[config.mk]
export PLATFORM = sky130hd
export DESIGN_NAME = debug_step_display
export DESIGN_NICKNAME = d
export VERILOG_FILES = /design/src/rtl/debug_pkg.sv /design/src/rtl/key_debouncer.sv /design/src/rtl/debug_step_display.sv
export SDC_FILE = /design/constraint.sdc
export NUM_CORES = 1
export LEC_CHECK = 0
export ABC_AREA = 1
export ABC_CLOCK_PERIOD_IN_PS = 2390
export BUFFER_PORTS_ARGS = -buffer_cell sky130_fd_sc_hd__buf_2
export CAP_MARGIN = 20
export CORE_MARGIN = 2
export CORE_UTILIZATION = 40
export CTS_CLUSTER_SIZE = 25
export DETAILED_ROUTE_END_ITERATION = 6
export GPL_TIMING_DRIVEN = 0
export HOLD_SLACK_MARGIN = 0.1
export PLACE_DENSITY = 0.62
export SLEW_MARGIN = 20
export SYNTH_ARGS = -nofsm -noshare
export SYNTH_HDL_FRONTEND = slang
export SYNTH_SLANG_ARGS = --single-unit
[constraint.sdc]
create_clock -name clk -period 2.39 [get_ports clk]
set_clock_uncertainty 0.15 [all_clocks]
set_input_delay 0.5975 -clock clk [delete_from_list [all_inputs] [get_ports clk]]
set_output_delay 0.5975 -clock clk [all_outputs]
set_load 0.1 [all_outputs]
[src/rtl/debug_pkg.sv]
// Shared types and seven-segment decode for the board debug controller.
// Holds the stepping FSM states and the hex digit segment table.
package debug_pkg;

    typedef enum logic [1:0] {
        HALT = 2'd0,
        STEP = 2'd1,
        SNAP = 2'd2,
        RUN  = 2'd3
    } state_t;

    localparam logic [6:0] SEG_BLANK = 7'h7F;
    localparam logic [6:0] SEG_ZERO  = 7'h40;

    // Active-low {g,f,e,d,c,b,a}; entry 15 first, entry 0 last.
    localparam logic [15:0][6:0] SEG_TABLE = {
        7'h0E, 7'h06, 7'h21, 7'h46,
        7'h03, 7'h08, 7'h10, 7'h00,
        7'h78, 7'h02, 7'h12, 7'h19,
        7'h30, 7'h24, 7'h79, 7'h40
    };

    function automatic logic [6:0] hex7seg(input logic [3:0] nib);
        return SEG_TABLE[nib];
    endfunction

endpackage

[src/rtl/key_debouncer.sv]
// Pushbutton conditioning: 2-flop synchroniser, stability counter,
// debounced level and a one-cycle pulse on each accepted press (1->0).
module key_debouncer #(
    parameter int DEBOUNCE_CYC = 250000
) (
    input  logic clk,
    input  logic rst,
    input  logic key_raw,
    output logic press
);

    localparam int CNT_W = (DEBOUNCE_CYC > 1) ? $clog2(DEBOUNCE_CYC) : 1;

    logic             sync1_q, sync1_d;
    logic             sync2_q, sync2_d;
    logic             db_q, db_d;
    logic             press_q, press_d;
    logic [CNT_W-1:0] cnt_q, cnt_d;

    // Accept a new level only after DEBOUNCE_CYC consecutive differing cycles
    always_comb begin
        sync1_d = key_raw;
        sync2_d = sync1_q;
        db_d    = db_q;
        cnt_d   = '0;
        press_d = 1'b0;
        if (sync2_q != db_q) begin
            if (cnt_q == CNT_W'(DEBOUNCE_CYC - 1)) begin
                db_d    = sync2_q;
                press_d = ~sync2_q;
            end else begin
                cnt_d = cnt_q + CNT_W'(1);
            end
        end
    end

    // State registers; the key idles released (high)
    always_ff @(posedge clk or negedge rst) begin
        if (!rst) begin
            sync1_q <= 1'b1;
            sync2_q <= 1'b1;
            db_q    <= 1'b1;
            cnt_q   <= '0;
            press_q <= 1'b0;
        end else begin
            sync1_q <= sync1_d;
            sync2_q <= sync2_d;
            db_q    <= db_d;
            cnt_q   <= cnt_d;
            press_q <= press_d;
        end
    end

    assign press = press_q;

endmodule

[src/rtl/debug_step_display.sv]
// Board debug controller: free-run / single-step clock enable for the
// core, debug word snapshot, and hex display of the selected channel.
module debug_step_display
    import debug_pkg::*;
#(
    parameter int NUM_CH       = 4,
    parameter int DATA_W       = 32,
    parameter int NUM_DIGITS   = 8,
    parameter int DEBOUNCE_CYC = 250000,
    parameter int SEL_W        = (NUM_CH > 1) ? $clog2(NUM_CH) : 1
) (
    input  logic                     clk,
    input  logic                     rst,
    input  logic                     run_mode,
    input  logic                     step_key,
    input  logic [SEL_W-1:0]         ch_sel,
    input  logic [NUM_CH*DATA_W-1:0] dbg_data,
    output logic                     core_en,
    output logic [7*NUM_DIGITS-1:0]  hex,
    output logic [15:0]              step_cnt,
    output logic                     snap_valid
);

    localparam int DISP_W = NUM_DIGITS * 4;

    state_t                    state_q, state_d;
    logic                      rm_s1_q, rm_s1_d;
    logic                      rm_s2_q, rm_s2_d;
    logic [NUM_CH*DATA_W-1:0]  snap_q, snap_d;
    logic                      snap_valid_q, snap_valid_d;
    logic [15:0]               step_cnt_q, step_cnt_d;
    logic [7*NUM_DIGITS-1:0]   hex_q, hex_d;
    logic                      press;
    logic                      capture;
    logic                      sel_ok;
    logic [DATA_W-1:0]         word;
    logic [DISP_W-1:0]         disp;

    key_debouncer #(
        .DEBOUNCE_CYC(DEBOUNCE_CYC)
    ) u_key (
        .clk    (clk),
        .rst    (rst),
        .key_raw(step_key),
        .press  (press)
    );

    // Stepping FSM; run has priority over a press, presses are never queued
    always_comb begin
        state_d = state_q;
        core_en = 1'b0;
        capture = 1'b0;
        rm_s1_d = run_mode;
        rm_s2_d = rm_s1_q;
        unique case (state_q)
            HALT: begin
                if (rm_s2_q) begin
                    state_d = RUN;
                end else if (press) begin
                    state_d = STEP;
                end
            end
            STEP: begin
                core_en = 1'b1;
                state_d = SNAP;
            end
            SNAP: begin
                capture = 1'b1;
                state_d = HALT;
            end
            RUN: begin
                core_en = 1'b1;
                capture = 1'b1;
                if (!rm_s2_q) begin
                    state_d = HALT;
                end
            end
            default: state_d = HALT;
        endcase
        snap_d       = capture ? dbg_data : snap_q;
        snap_valid_d = snap_valid_q | capture;
        step_cnt_d   = step_cnt_q + 16'(core_en);
    end

    // Pick the selected snapshot word; out-of-range selects blank the display
    always_comb begin
        word   = '0;
        sel_ok = 1'b0;
        for (int k = 0; k < NUM_CH; k++) begin
            if (int'(ch_sel) == k) begin
                word   = snap_q[k*DATA_W +: DATA_W];
                sel_ok = 1'b1;
            end
        end
    end

    if (DATA_W >= DISP_W) begin : g_trunc
        assign disp = word[DISP_W-1:0];
    end else begin : g_zext
        assign disp = {{(DISP_W - DATA_W){1'b0}}, word};
    end

    // Decode every nibble of the displayed word to its segment pattern
    always_comb begin
        hex_d = '0;
        for (int d = 0; d < NUM_DIGITS; d++) begin
            hex_d[7*d +: 7] = sel_ok ? hex7seg(disp[4*d +: 4]) : SEG_BLANK;
        end
    end

    // State, snapshot, counter and display registers
    always_ff @(posedge clk or negedge rst) begin
        if (!rst) begin
            state_q      <= HALT;
            rm_s1_q      <= 1'b0;
            rm_s2_q      <= 1'b0;
            snap_q       <= '0;
            snap_valid_q <= 1'b0;
            step_cnt_q   <= '0;
            hex_q        <= {NUM_DIGITS{SEG_ZERO}};
        end else begin
            state_q      <= state_d;
            rm_s1_q      <= rm_s1_d;
            rm_s2_q      <= rm_s2_d;
            snap_q       <= snap_d;
            snap_valid_q <= snap_valid_d;
            step_cnt_q   <= step_cnt_d;
            hex_q        <= hex_d;
        end
    end

    assign hex        = hex_q;
    assign step_cnt   = step_cnt_q;
    assign snap_valid = snap_valid_q;

endmodule

==> flow_results.xml <==
<?xml version="1.0" encoding="UTF-8"?>
<metrics>
  <group name="run">
    <metric name="drv.max_cap_violation_count" unit="">0</metric>
  </group>
  <group name="yosys">
    <metric name="synthCells" unit="">1457</metric>
    <metric name="synth_nets" unit="">1642</metric>
    <metric name="postSynthAreaPerCell" unit="µm²">7.846</metric>
    <metric name="yosys_warnings" unit="">0</metric>
    <metric name="synth-seq-area-share" unit="%">49.81</metric>
    <metric name="post_synth_instance_area" unit="mm²">0.01143</metric>
    <metric name="yosysUniqueCellTypes" unit="">29</metric>
    <metric name="netlist_top_cells_area" unit="">sky130_fd_sc_hd__dfrtp_1, sky130_fd_sc_hd__nand2_1, sky130_fd_sc_hd__nand3_1</metric>
    <metric name="postSynthRegisterBits" unit="">227</metric>
    <metric name="synth_area_leader_cell" unit="">sky130_fd_sc_hd__dfrtp_1</metric>
    <metric name="synth_largest_type_area_fraction" unit="%">47.29</metric>
  </group>
  <group name="finish">
    <metric name="fin_nets" unit="">1881</metric>
    <metric name="post_route_cells_drive_above_1_share" unit="%">17.89</metric>
    <metric name="areaGrowthSynthToFinish" unit="%">22.24</metric>
    <metric name="postLayoutCoreUtil" unit="%">50.02</metric>
    <metric name="mostFrequentLayoutCells" unit="">sky130_fd_sc_hd__nand2_1, sky130_fd_sc_hd__buf_2, sky130_fd_sc_hd__dfrtp_1</metric>
    <metric name="final_common_cell" unit="">sky130_fd_sc_hd__nand2_1</metric>
  </group>
  <group name="worst_setup_path">
    <metric name="crit_required" unit="ns">2.69</metric>
    <metric name="worst_path_largest_cell_delay" unit="ns">0.37</metric>
    <metric name="worstPathCellList" unit="">buf_4, nor2_2, buf_2, nand2_1, nand3_1, nand2_1, ha_1, nand3_1, or2_0, nand2_1</metric>
    <metric name="cp_data_arrival_time" unit="ns">2.59</metric>
    <metric name="worstPathMaxFanout" unit="">10</metric>
    <metric name="worstSetupEndpointType" unit="">flop</metric>
    <metric name="worst_path_most_repeated_cell" unit="">sky130_fd_sc_hd__nand2_1</metric>
    <metric name="slowest_stage" unit="">sky130_fd_sc_hd__buf_2</metric>
    <metric name="r2r.worst_path.cells" unit="">6</metric>
    <metric name="worst_setup_path_start_kind" unit="">primary input</metric>
    <metric name="critPathKind" unit="">in -&gt; reg</metric>
  </group>
  <group name="routing">
    <metric name="route.detailed.vias_per_inst" unit="">4.972</metric>
    <metric name="totalWireLength" unit="µm">34410</metric>
    <metric name="routedWlPerCell" unit="µm">16.42</metric>
    <metric name="dr.pass1.iters" unit="">5</metric>
    <metric name="route.vias.total" unit="">10420</metric>
    <metric name="drt_first_iter_violations" unit="">898</metric>
    <metric name="drc" unit="">0</metric>
    <metric name="detail-route-antenna-nets" unit="">0</metric>
  </group>
  <group name="floorplanning">
    <metric name="design.die.area" unit="mm²">0.02995</metric>
    <metric name="design.portCount" unit="">208</metric>
    <metric name="dieWidth" unit="µm">173.1</metric>
    <metric name="die_y" unit="µm">173.1</metric>
    <metric name="coreArea" unit="mm²">0.02793</metric>
    <metric name="initial_utilization" unit="%">40.92</metric>
    <metric name="floorplan_row_count" unit="">61</metric>
  </group>
  <group name="pwr">
    <metric name="report.power.total" unit="µW">20030</metric>
    <metric name="cellLeakagePower" unit="µW">0.007622</metric>
    <metric name="power-per-cell-area" unit="mW/mm²">1433</metric>
    <metric name="power.ir.vdd_worst" unit="V">0.0006841</metric>
  </group>
  <group name="clock_network">
    <metric name="clock_sink_count" unit="">227</metric>
    <metric name="clk_root_buffer_cell" unit="">sky130_fd_sc_hd__clkbuf_16</metric>
    <metric name="htreeDepth" unit="">1</metric>
    <metric name="numCtsBuffers" unit="">26</metric>
    <metric name="tritoncts_clock_tree" unit="">built</metric>
    <metric name="ctsLongestPathBuffers" unit="">3</metric>
    <metric name="worst_setup_hold_path_clk_slew" unit="ns">0.06</metric>
    <metric name="post-cts-setup-buffer-count" unit="">0</metric>
    <metric name="clock_latency" unit="ns">0.53</metric>
  </group>
  <group name="timing">
    <metric name="timing.max_slew.rel_slack" unit="%">39.15</metric>
    <metric name="timing.setup.tns" unit="ns">0</metric>
    <metric name="rsz0062_at_grt" unit="">no</metric>
    <metric name="setup-violations-final" unit="">0</metric>
    <metric name="finalWorstPathRequiredPeriod" unit="ns">2.288</metric>
    <metric name="final_min_period_over_clock_period" unit="%">95.72</metric>
    <metric name="hold_slack" unit="ns">0.1189</metric>
    <metric name="fmaxAchievable" unit="GHz">0.4371</metric>
    <metric name="drv_slew" unit="">0</metric>
    <metric name="tightestPinTransition" unit="ns">0.9063</metric>
    <metric name="hold_viol" unit="">0</metric>
  </group>
  <group name="global_routing">
    <metric name="antenna_violations_before_repair" unit="">4</metric>
    <metric name="track_usage" unit="%">22.66</metric>
    <metric name="overflow" unit="">0</metric>
    <metric name="grt_pass1_wl" unit="µm">53870</metric>
    <metric name="maximum_number_of_pins_on_one_net_before_global_route_repair" unit="">98</metric>
    <metric name="grt_pass1_vias" unit="">9963</metric>
  </group>
  <group name="min_path">
    <metric name="worstHoldPathCells" unit="">3</metric>
    <metric name="timing.hold.worst.class" unit="">in -&gt; reg</metric>
  </group>
  <group name="placed_design">
    <metric name="detailed_place_hpwl" unit="µm">25020</metric>
    <metric name="placement.io_buffers" unit="">206</metric>
    <metric name="gp_congestion" unit="">0.8706</metric>
  </group>
  <group name="run_status">
    <metric name="run_status" unit="">finished clean</metric>
  </group>
</metrics>
## cell usage after synthesis
cell type and count:
sky130_fd_sc_hd__xnor2_1 12, sky130_fd_sc_hd__clkinv_1 1, sky130_fd_sc_hd__a31oi_1 1, sky130_fd_sc_hd__dfrtp_1 216, sky130_fd_sc_hd__a21oi_1 2, sky130_fd_sc_hd__or2_0 2, sky130_fd_sc_hd__nor2_2 10, sky130_fd_sc_hd__nand4_1 22
sky130_fd_sc_hd__nor3_1 6, sky130_fd_sc_hd__nand3_2 6, sky130_fd_sc_hd__ha_1 51, sky130_fd_sc_hd__buf_1 5, sky130_fd_sc_hd__and2_1 1, sky130_fd_sc_hd__or2_2 1, sky130_fd_sc_hd__xor2_1 13, sky130_fd_sc_hd__nand3_1 186
sky130_fd_sc_hd__nor2_1 75, sky130_fd_sc_hd__clkbuf_1 24, sky130_fd_sc_hd__buf_2 11, sky130_fd_sc_hd__inv_1 104, sky130_fd_sc_hd__inv_2 2, sky130_fd_sc_hd__o31ai_1 1, sky130_fd_sc_hd__nor2_4 1, sky130_fd_sc_hd__nand2_1 616
sky130_fd_sc_hd__dfstp_2 11, sky130_fd_sc_hd__buf_4 4, sky130_fd_sc_hd__nand2_2 11, sky130_fd_sc_hd__nand3b_1 12, sky130_fd_sc_hd__o21ai_0 50
## logic make-up after synthesis
family                   count (synthesis)  synth area share (%)
AO/OA/AOI/OAI                           54                 2.397
AND/OR/NAND/NOR                        949                 35.08
flip-flops                             227                 49.81
XOR/XNOR                                25                 1.915
buffers and inverters                  151                 5.210
adder cells (fa/ha/maj)                 51                 5.582
## power breakdown
part           total, µW  switching [µW]  internal (µW)
clock               4340            1610           2730
sequential          6150             676           5470
combinational       9540            7520           2020
## metrics by stage
stage | setup WS, ns | cells | instance area (µm²)
6_report | 0.1023 | 2096 | 13970
5_1_grt | 0.01147 | 2096 | 13970
4_1_cts | 0.1021 | 2094 | 13960
3_5_place_dp | -0.4488 | 2043 | 13000
3_3_place_gp | -3.959 | 2041 | 12940
2_1_floorplan | 0.1340 | 1457 | 11430
## metal layers
layer  wire length (µm)  share of wire, %  global-route usage, %  vias to the layer above
met5                 23             0.067                      0                        -
met4                896               2.6                  6.603                        4
met3               2370               6.9                  3.914                       62
met2              15590                45                  36.37                      357
met1              15530                45                  31.54                     4915
li1                   -                 -                      -                     5084
## critical path: cells and delay by family
family / cells / cell delay [ns]
buffers and inverters: 2 / 0.53
adder cells (fa/ha/maj): 1 / 0.33
AND/OR/NAND/NOR: 7 / 1.12
## flip-flops by register name (all words and copies together), names as in the netlist
| name | cells |
|---|---|
| hex | 56 |
| rm_s1_q | 1 |
| u_key.db_q | 1 |
| u_key.press | 1 |
| state_q | 2 |
| u_key.cnt_q | 18 |
| step_cnt | 16 |
| u_key.sync1_q | 1 |
| u_key.sync2_q | 1 |
| rm_s2_q | 1 |
| snap_valid | 1 |
| snap_q | 128 |
## worst paths after layout
kind	startpoint	end	slack, ns
min in group asynchronous	rst	hex[10]	0.43
max in group asynchronous	rst	hex[6]	0.84
max reg2reg	state_q[1]	snap_q[47]	0.29
max	ch_sel[0]	hex[43]	0.10
min reg2reg	rm_s1_q	rm_s2_q	0.20
min	dbg_data[69]	snap_q[69]	0.12
## what timing repair did
action                                 4_1_cts  5_1_grt
setup endpoints to repair                    0        9
endpoints found under the hold margin       45        0
gates resized for setup                      0        3
hold buffers                                 3        0
## cell type report
type | instances | area (µm²)
diodes | 2 | 5.005
inverters | 107 | 404.1
clock buffers | 39 | 760.7
multi-input cells | 1079 | 5141
fillers | 2744 | 13960
clock inverters | 9 | 172.7
well taps | 378 | 473.0
repair buffers | 211 | 1126
flip-flops and latches | 227 | 5695
plain buffers | 44 | 195.2
Power figures use the tool's default switching activity.
